### config.mk
export PLATFORM = sky130hd
export DESIGN_NAME = jbi_min_rq_mq_ctl_flat
export DESIGN_NICKNAME = d
export VERILOG_FILES = /design/src/rtl/jbi_min_rq_mq_pkg.sv /design/src/rtl/jbi_min_rq_mq_ctl_if.sv /design/src/rtl/jbi_min_rq_mq_ptr.sv /design/src/rtl/jbi_min_rq_mq_ctl.sv /design/src/flat_wrapper.sv
export SDC_FILE = /design/constraint.sdc
export NUM_CORES = 1
export LEC_CHECK = 0
export BUFFER_PORTS_ARGS = -buffer_cell sky130_fd_sc_hd__buf_2
export CAP_MARGIN = 20
export CORE_MARGIN = 8
export CORE_UTILIZATION = 35
export DETAILED_ROUTE_END_ITERATION = 10
export GPL_TIMING_DRIVEN = 1
export SYNTH_ARGS = -nofsm -noshare
export SYNTH_HDL_FRONTEND = slang
export SYNTH_HIERARCHICAL = 1
export SYNTH_SLANG_ARGS = --single-unit
export TNS_END_PERCENT = 10
### constraint.sdc
create_clock -name clk -period 5.36 [get_ports clk]
set_clock_uncertainty 0.05 [all_clocks]
set_input_delay 0.536 -clock clk [delete_from_list [all_inputs] [get_ports clk]]
set_output_delay 0.536 -clock clk [all_outputs]
set_load 0.03 [all_outputs]
### src/rtl/jbi_min_rq_mq_pkg.sv
// jbi_min_rq_mq_pkg: shared JBI request-queue constants and helpers.
package jbi_min_rq_mq_pkg;
    localparam int JBI_RQ_NUM_CH = 4;
    localparam int JBI_RQ_ADDR_W = 4;
    localparam int JBI_RQ_FULL_MARGIN = 5;
    // Keeps channel-select fields at least one bit wide for single-channel builds.
    function automatic int ch_w(input int n);
        return n > 1 ? $clog2(n) : 1;
    endfunction
endpackage

### src/rtl/jbi_min_rq_mq_ctl_if.sv
// jbi_min_rq_mq_ctl_if: push/pop request side and RAM strobe side of the multi-queue controller.
interface jbi_min_rq_mq_ctl_if
    import jbi_min_rq_mq_pkg::*;
#(
    parameter int NUM_CH = JBI_RQ_NUM_CH,
    parameter int ADDR_W = JBI_RQ_ADDR_W
);
    localparam int CH_W = ch_w(NUM_CH);
    logic push;
    logic [CH_W-1:0] push_ch;
    logic pop;
    logic [CH_W-1:0] pop_ch;
    logic err_clr;
    logic wr_en;
    logic [CH_W+ADDR_W-1:0] waddr;
    logic rd_en;
    logic [CH_W+ADDR_W-1:0] raddr;
    logic [NUM_CH-1:0] full;
    logic [NUM_CH-1:0] empty;
    logic [NUM_CH-1:0] ovf_err;
    logic [NUM_CH-1:0] udf_err;
    modport master (
        output push, push_ch, pop, pop_ch, err_clr,
        input wr_en, waddr, rd_en, raddr, full, empty, ovf_err, udf_err
    );
    modport slave (
        input push, push_ch, pop, pop_ch, err_clr,
        output wr_en, waddr, rd_en, raddr, full, empty, ovf_err, udf_err
    );
endinterface

### src/rtl/jbi_min_rq_mq_ptr.sv
// jbi_min_rq_mq_ptr: one channel's wrap-bit pointer pair with empty, physical-full and registered almost-full.
module jbi_min_rq_mq_ptr #(
    parameter int ADDR_W = 4,
    parameter int FULL_MARGIN = 5
) (
    input  logic              clk,
    input  logic              rst,
    input  logic              push_sel,
    input  logic              pop_sel,
    output logic              do_push,
    output logic              do_pop,
    output logic              ovf,
    output logic              udf,
    output logic [ADDR_W-1:0] wlo,
    output logic [ADDR_W-1:0] rlo,
    output logic              empty,
    output logic              full
);
    logic [ADDR_W:0] wptr, rptr, nwptr;
    logic [ADDR_W-1:0] gap;
    logic pfull;
    assign empty = wptr == rptr;
    assign pfull = wptr[ADDR_W] != rptr[ADDR_W] && wptr[ADDR_W-1:0] == rptr[ADDR_W-1:0];
    assign do_push = push_sel && !pfull;
    assign do_pop = pop_sel && !empty;
    assign ovf = push_sel && pfull;
    assign udf = pop_sel && empty;
    assign wlo = wptr[ADDR_W-1:0];
    assign rlo = rptr[ADDR_W-1:0];
    assign nwptr = wptr + (ADDR_W+1)'(do_push);
    // Free-entry count against the post-push write pointer; ignoring this cycle's pop keeps it pessimistic.
    assign gap = rptr[ADDR_W-1:0] - nwptr[ADDR_W-1:0];
    always_ff @(posedge clk or posedge rst) begin
        if (rst) begin
            wptr <= '0;
            rptr <= '0;
            full <= 1'b0;
        end else begin
            wptr <= nwptr;
            rptr <= rptr + (ADDR_W+1)'(do_pop);
            full <= gap < ADDR_W'(FULL_MARGIN) && nwptr != rptr;
        end
    end
endmodule

### src/rtl/jbi_min_rq_mq_ctl.sv
// jbi_min_rq_mq_ctl: NUM_CH queues sharing one RAM; sticky error flags enabled by JBI_MIN_RQ_MQ_ERR_CHK_EN.
module jbi_min_rq_mq_ctl
    import jbi_min_rq_mq_pkg::*;
#(
    parameter int NUM_CH = JBI_RQ_NUM_CH,
    parameter int ADDR_W = JBI_RQ_ADDR_W,
    parameter int FULL_MARGIN = JBI_RQ_FULL_MARGIN
) (
    input logic clk,
    input logic rst,
    jbi_min_rq_mq_ctl_if.slave bus
);
    localparam int CH_W = ch_w(NUM_CH);
    logic [NUM_CH-1:0] push_sel, pop_sel, do_push, do_pop, ovf_set, udf_set, empty, full;
    logic [NUM_CH-1:0][ADDR_W-1:0] wlo, rlo;
    logic [ADDR_W-1:0] waddr_lo, raddr_lo;
    genvar c;
    for (c = 0; c < NUM_CH; c++) begin : g_ch
        // Out-of-range channel numbers match no instance, so they never strobe the RAM.
        assign push_sel[c] = bus.push && !rst && bus.push_ch == CH_W'(c);
        assign pop_sel[c] = bus.pop && !rst && bus.pop_ch == CH_W'(c);
        jbi_min_rq_mq_ptr #(
            .ADDR_W(ADDR_W),
            .FULL_MARGIN(FULL_MARGIN)
        ) u_ptr (
            .clk(clk),
            .rst(rst),
            .push_sel(push_sel[c]),
            .pop_sel(pop_sel[c]),
            .do_push(do_push[c]),
            .do_pop(do_pop[c]),
            .ovf(ovf_set[c]),
            .udf(udf_set[c]),
            .wlo(wlo[c]),
            .rlo(rlo[c]),
            .empty(empty[c]),
            .full(full[c])
        );
    end
    always_comb begin
        waddr_lo = '0;
        raddr_lo = '0;
        for (int i = 0; i < NUM_CH; i++) begin
            waddr_lo = bus.push_ch == CH_W'(i) ? wlo[i] : waddr_lo;
            raddr_lo = bus.pop_ch == CH_W'(i) ? rlo[i] : raddr_lo;
        end
    end
    assign bus.wr_en = |do_push;
    assign bus.rd_en = |do_pop;
    assign bus.waddr = {bus.push_ch, waddr_lo};
    assign bus.raddr = {bus.pop_ch, raddr_lo};
    assign bus.empty = empty;
    assign bus.full = full;
`ifdef JBI_MIN_RQ_MQ_ERR_CHK_EN
    always_ff @(posedge clk or posedge rst) begin
        if (rst) begin
            bus.ovf_err <= '0;
            bus.udf_err <= '0;
        end else if (bus.err_clr) begin
            bus.ovf_err <= '0;
            bus.udf_err <= '0;
        end else begin
            bus.ovf_err <= bus.ovf_err | ovf_set;
            bus.udf_err <= bus.udf_err | udf_set;
        end
    end
`else
    logic unused_err;
    assign unused_err = ^{bus.err_clr, ovf_set, udf_set};
    assign bus.ovf_err = '0;
    assign bus.udf_err = '0;
`endif
endmodule
### src/flat_wrapper.sv
// flat-port wrapper written by rule: the top's interface ports become plain ports
module jbi_min_rq_mq_ctl_flat import jbi_min_rq_mq_pkg::*;
#(
    parameter int NUM_CH = JBI_RQ_NUM_CH,
    parameter int ADDR_W = JBI_RQ_ADDR_W,
    parameter int FULL_MARGIN = JBI_RQ_FULL_MARGIN
)
  (clk, rst, bus_push, bus_push_ch, bus_pop, bus_pop_ch, bus_err_clr, bus_wr_en, bus_waddr, bus_rd_en, bus_raddr, bus_full, bus_empty, bus_ovf_err, bus_udf_err);
  jbi_min_rq_mq_ctl_if #(.NUM_CH(NUM_CH), .ADDR_W(ADDR_W)) bus_i ();
  input logic clk;
  input logic rst;
  input wire logic [$bits(bus_i.push)-1:0] bus_push;
  input wire logic [$bits(bus_i.push_ch)-1:0] bus_push_ch;
  input wire logic [$bits(bus_i.pop)-1:0] bus_pop;
  input wire logic [$bits(bus_i.pop_ch)-1:0] bus_pop_ch;
  input wire logic [$bits(bus_i.err_clr)-1:0] bus_err_clr;
  output wire logic [$bits(bus_i.wr_en)-1:0] bus_wr_en;
  output wire logic [$bits(bus_i.waddr)-1:0] bus_waddr;
  output wire logic [$bits(bus_i.rd_en)-1:0] bus_rd_en;
  output wire logic [$bits(bus_i.raddr)-1:0] bus_raddr;
  output wire logic [$bits(bus_i.full)-1:0] bus_full;
  output wire logic [$bits(bus_i.empty)-1:0] bus_empty;
  output wire logic [$bits(bus_i.ovf_err)-1:0] bus_ovf_err;
  output wire logic [$bits(bus_i.udf_err)-1:0] bus_udf_err;
  assign bus_i.push = bus_push;
  assign bus_i.push_ch = bus_push_ch;
  assign bus_i.pop = bus_pop;
  assign bus_i.pop_ch = bus_pop_ch;
  assign bus_i.err_clr = bus_err_clr;
  assign bus_wr_en = bus_i.wr_en;
  assign bus_waddr = bus_i.waddr;
  assign bus_rd_en = bus_i.rd_en;
  assign bus_raddr = bus_i.raddr;
  assign bus_full = bus_i.full;
  assign bus_empty = bus_i.empty;
  assign bus_ovf_err = bus_i.ovf_err;
  assign bus_udf_err = bus_i.udf_err;
  jbi_min_rq_mq_ctl #(.NUM_CH(NUM_CH), .ADDR_W(ADDR_W), .FULL_MARGIN(FULL_MARGIN)) u_core (.clk(clk), .rst(rst), .bus(bus_i));
endmodule
==> results of run 1 <==
where the power goes:
group | leakage (nW) | total [W] | switching, W | internal, W
registers | 0.571 | 0.000674 | 0.000225 | 0.000449
clock network | 0.0360 | 0.000185 | 0.000101 | 0.0000842
logic | 1.03 | 0.00112 | 0.000613 | 0.000507
path summary, 6_finish.rpt:
check | start | to | slack, ns | cells past startpoint
worst max-delay path | u_core/g_ch[2].u_ptr/rptr[2] | u_core/g_ch[2].u_ptr/full | 2.49 | 10
worst min-delay path | rst | u_core/g_ch[1].u_ptr/wptr[2] | 0.29 | 2
worst max register to register | u_core/g_ch[2].u_ptr/rptr[2] | u_core/g_ch[2].u_ptr/full | 2.49 | 10
worst min register to register | u_core/g_ch[3].u_ptr/rptr[4] | u_core/g_ch[3].u_ptr/rptr[4] | 0.44 | 1
max in group asynchronous | rst | u_core/g_ch[3].u_ptr/rptr[0] | 4.66 | 2
min in group clk | u_core/g_ch[3].u_ptr/rptr[4] | u_core/g_ch[3].u_ptr/rptr[4] | 0.44 | 1
per-stage QoR:
| stage | hold WS (ns) | worst slack (ns) | utilization | area (um^2) | std cells |
|---|---|---|---|---|---|
| 6_report | 0.289 | 2.49 | 0.359 | 3310 | 412 |
| 5_1_grt | 0.320 | 2.29 | 0.359 | 3300 | 411 |
| 4_1_cts | 0.294 | 2.50 | 0.359 | 3300 | 411 |
| 3_5_place_dp | 0.431 | 2.30 | 0.352 | 3230 | 406 |
| 3_3_place_gp | 0.430 | 2.35 | 0.352 | 3230 | 406 |
| 2_1_floorplan | 0.338 | 2.73 | - | 3320 | 316 |
placed cells by master (no fill, tap or decap):
cell and n:
xnor2_1 48, dfrtp_1 44, buf_2 29, inv_1 28, ha_1 28, nand3_1 16, xor2_1 12, mux4_2 8
conb_1 8, nor2_1 8, xnor2_2 8, a21oi_1 8, nand2_1 8, clkbuf_8 5, nand4_1 4, a21boi_0 4
nor2b_1 4, nand3_2 4, a22o_1 4, o221ai_1 4, o21ai_0 4, o311a_1 4, nor4bb_1 2, and4bb_2 2
and4b_1 2, nor4b_1 2, or4_1 2, diode_2 1
area by class of cell:
type | instances | area share
Inverter | 28 | 0.0318
Antenna cell | 1 | 0.000757
Clock buffer | 5 | 0.0208
Sequential cell | 44 | 0.333
Timing Repair Buffer | 29 | 0.0439
Tap cell | 111 | 0.0420
Multi-Input combinational cell | 194 | 0.528
per-layer routing:
metal	wire [um]	part of all wire	vias to the layer above	track usage
met4	29	0.0045	0	0.0266
li1	-	-	986	-
met3	329	0.051	2	0.0282
met1	3060	0.48	972	0.136
met2	2980	0.47	36	0.175
met5	0	0	-	0
worst max-delay path, stage by stage (launching register included):
cell and delay, ns:
dfrtp_1 0.50, xnor2_1 0.18, nand4_1 0.11, inv_1 0.04, a21boi_0 0.50, ha_1 0.25
ha_1 0.23, xnor2_1 0.25, a22o_1 0.23, a21oi_1 0.08, o311a_1 0.34
sequential cells by signal, indices dropped and copies added, names as in the netlist:
| register | count |
|---|---|
| u_core/g_ch.u_ptr/rptr | 20 |
| u_core/g_ch.u_ptr/full | 4 |
| u_core/g_ch.u_ptr/wptr | 20 |
==> impl_metrics.json, run 1 <==
{
  "syn-mean-instance-area_um2": 10.7,
  "status": "complete, no violations",
  "gr-total-overflow": 0,
  "die_x_um": 113,
  "antenna_found_initial": 0,
  "hpwl_um": 5140,
  "slew_headroom": 0.595,
  "hold_violations": 0,
  "worstSetupStartpointType": "flip-flop",
  "worstSkewPairLatency_ns": 0.28,
  "maxCapViolCount": 0,
  "clock_path_buffers": 2,
  "timing.final.max_slew_violations": 0,
  "fin_crit_ns": 2.87,
  "worstPathRequired_ns": 5.48,
  "timing.final.crit_share": 0.536,
  "ant_nets": 0,
  "ctsResizeCount": 0,
  "fmax_ghz": 0.348,
  "hold_buffers": 0,
  "multiInputGateArea_um2": 1740,
  "cts_max_level": 2,
  "tightest_slew_ns": 0.602,
  "grt_pass1_wl_um": 10900,
  "drive_gt1_frac": 0.187,
  "grt_usage": 0.107,
  "cts_buffers": 5,
  "ir_drop_mv": 0.143,
  "leakagePower_nw": 1.63,
  "clock_sinks": 44,
  "dieArea_um2": 12800,
  "cts_tree": "yes",
  "drt-vias-per-instance": 4.84,
  "std_cell_rows": 35,
  "root_buffer": "clkbuf_8",
  "hp-class": "in2async",
  "vias": 1996,
  "power_w": 0.00198,
  "synth_area_um2": 3300,
  "setup_viol_count_final": 0,
  "placeableCoreArea_um2": 9200,
  "power_density_nw_per_um2": 599,
  "worstPathArrival_ns": 2.99,
  "gp_routability_congestion": 0.790,
  "die-height_um": 113,
  "drt_first_pass_iters": 4,
  "portBuffers": 29,
  "synthCells": 309,
  "drc": 0,
  "ys_warn_count": 6,
  "fillers": 929,
  "nNetsFinal": 339,
  "io_pins": 39,
  "cts.clk_slew.worst_paths_ns": 0.08,
  "routedWlPerCell_um": 15.5,
  "worst-path-max-fanout": 9,
  "finalSetupTns_ns": 0,
  "drtIter0Drc": 76,
  "areaGrowthSynthToFinish_pct": 0.266,
  "initial_utilization": 0.359,
  "cp-end-kind": "flip-flop",
  "crit_type": "reg2reg",
  "ff_latch_area_um2": 1100,
  "wl_um": 6400,
  "rsz0062_at_grt": "false",
  "grt_start_max_net_pins": 13,
  "grt_pass1_vias": 2138,
  "post-cts-setup-buffers": 0
}
No activity file was read; power rests on OpenSTA's default activity.
==> run 2, diff against run 1 <==
==> constraint.sdc (replaced) <==
create_clock -name clk -period 2.85 [get_ports clk]
set_clock_uncertainty 0.05 [all_clocks]
set_input_delay 0.285 -clock clk [delete_from_list [all_inputs] [get_ports clk]]
set_output_delay 0.285 -clock clk [all_outputs]
set_load 0.03 [all_outputs]
==> run 2 against run 1 <==
Register-to-register slack got worse by 2.2 ns. Combinational power increased by 120%. Global-route usage up 0.87 points. Via count grew 6.9%. Critical path depth unchanged. Critical endpoint unchanged. Sequential share of layout area fell by 2.0 points. Worst hold slack worse by 0.26 ns. Routed wire length grew 7.1%.
==> impl_metrics.json, run 2 (synthesis gave the netlist of run 1 again) <==
{
  "status": "complete, no violations",
  "ant_nets": 0,
  "p_clk_frac": 0.128,
  "hold_buffers": 0,
  "grt_pass1_vias": 2280,
  "clock_sinks": 44,
  "hpwl_um": 5540,
  "gr-total-overflow": 0,
  "power_switching_w": 0.00184,
  "fin_ws_ns": 0.249,
  "crit_type": "reg2reg",
  "drtIter0Drc": 98,
  "rrSetupSlack_ns": 0.25,
  "io_pins": 39,
  "areaGrowthSynthToFinish_pct": 6.72,
  "drt-vias-per-instance": 4.91,
  "cp-end-kind": "flip-flop",
  "die_x_um": 113,
  "setup_viol_count_final": 0,
  "power_density_nw_per_um2": 1160,
  "root_buffer": "clkbuf_8",
  "worst-path-max-fanout": 4,
  "leakagePower_nw": 1.77,
  "cts_max_level": 2,
  "wl_um": 6860,
  "reg.largest.list": "u_core/g_ch.u_ptr/rptr (20), u_core/g_ch.u_ptr/wptr (20), u_core/g_ch.u_ptr/full (4)",
  "reg2regPathDepth": 10,
  "clock_path_buffers": 2,
  "drt_first_pass_iters": 4,
  "placeableCoreArea_um2": 9200,
  "utilization": 0.383,
  "std_cell_rows": 35,
  "worstSetupStartpointType": "flip-flop",
  "gp_routability_congestion": 0.787,
  "final_common_cell": "xnor2_1",
  "grt_pass1_wl_um": 11700,
  "cts_buffers": 5,
  "hp-class": "in2async",
  "worstPathArrival_ns": 2.73,
  "rsz0062_at_grt": "false",
  "timing.final.crit_share": 0.913,
  "worstSkewPairLatency_ns": 0.29,
  "die-height_um": 113,
  "dp_slack_ns": 0.167,
  "timing.final.max_slew_violations": 0,
  "hold_violations": 0,
  "cts.clk_slew.worst_paths_ns": 0.08,
  "antenna_cells": 0,
  "dieArea_um2": 12800,
  "vias": 2134,
  "fin_crit_ns": 2.60,
  "drc": 0,
  "nNetsFinal": 360,
  "initial_utilization": 0.359,
  "drive_gt1_frac": 0.247,
  "p_int_w": 0.00223,
  "seq_power_share": 0.272,
  "cts_tree": "yes",
  "fmax_ghz": 0.384,
  "routedWlPerCell_um": 15.8,
  "grt_start_max_net_pins": 14,
  "antenna_found_initial": 0,
  "finalSetupTns_ns": 0,
  "final_cell_mix": "xnor2_1, dfrtp_1, buf_2",
  "pwr-share-comb": 0.600,
  "portBuffers": 29,
  "grt_usage": 0.116,
  "ir_drop_mv": 0.335,
  "worstPathRequired_ns": 2.98,
  "sw_frac_of_total": 0.451,
  "maxCapViolCount": 0
}
## run 2: cell count changes in the layout (fill, tap and decap cells not counted)
cell       before  now
buf_4           0   21
a21boi_0        4    2
a21boi_1        0    2
clkbuf_8        5    7
bufinv_16       0    1
diode_2         1    0
## run 2: path summary, 6_finish.rpt
| check | startpoint | endpoint |
|---|---|---|
| setup reg to reg | u_core/g_ch[2].u_ptr/wptr[0] | u_core/g_ch[2].u_ptr/full |
| hold / removal | rst | u_core/g_ch[0].u_ptr/wptr[0] |
| hold reg to reg | u_core/g_ch[0].u_ptr/rptr[4] | u_core/g_ch[0].u_ptr/rptr[4] |
| setup / recovery | u_core/g_ch[2].u_ptr/wptr[0] | u_core/g_ch[2].u_ptr/full |
| min in group clk | u_core/g_ch[0].u_ptr/rptr[4] | u_core/g_ch[0].u_ptr/rptr[4] |
| max in group asynchronous | rst | u_core/g_ch[3].u_ptr/wptr[0] |
## run 2: cell type report
cell class              instances  area [um^2]
well taps                     111          139
flip-flops and latches         44         1100
clock buffers                   7         96.3
clock inverters                 1         30.0
fillers                       909         5680
multi-input cells             194         1740
inverters                      28          105
repair buffers                 50          303
## run 2: timing repair
item                       4_1_cts  5_1_grt
hold endpoints to repair         0        0
gates resized for setup          0        2
setup endpoints to repair        0        2
setup buffers                    0        0
## run 2: power groups by stage
stage,sequential [W],clock (W),combinational [W]
2_1_floorplan,0.00115,0,0.00198
3_3_place_gp,0.00111,0,0.00239
3_5_place_dp,0.00112,0,0.00244
4_1_cts,0.00110,0.000537,0.00246
5_1_grt,0.00114,0.000562,0.00272
6_report,0.00111,0.000522,0.00244
## run 2: metal layers
layer | share of wire | vias up | track usage
met2 | 0.46 | 40 | 0.187
li1 | - | 1021 | -
met1 | 0.48 | 1065 | 0.148
met4 | 0.013 | 0 | 0.0329
met5 | 0 | - | 0
met3 | 0.047 | 8 | 0.0304
## run 2: critical path, cell delays in order (launching register included)
cell and delay, ns:
dfrtp_1 0.47, xnor2_1 0.16, nand4_1 0.12, inv_1 0.05, a21boi_0 0.28, ha_1 0.21
ha_1 0.23, xnor2_1 0.27, a22o_1 0.23, a21oi_1 0.08, o311a_1 0.34
## run 2: metrics by stage
| stage | total power [W] | hold slack (ns) | area (um^2) | std cells |
|---|---|---|---|---|
| 2_1_floorplan | 0.00314 | 0.0874 | 3320 | 316 |
| 3_3_place_gp | 0.00350 | 0.352 | 3390 | 427 |
| 3_5_place_dp | 0.00356 | 0.361 | 3390 | 427 |
| 4_1_cts | 0.00410 | 0.0363 | 3520 | 435 |
| 5_1_grt | 0.00442 | 0.0698 | 3520 | 435 |
| 6_report | 0.00407 | 0.0326 | 3520 | 435 |
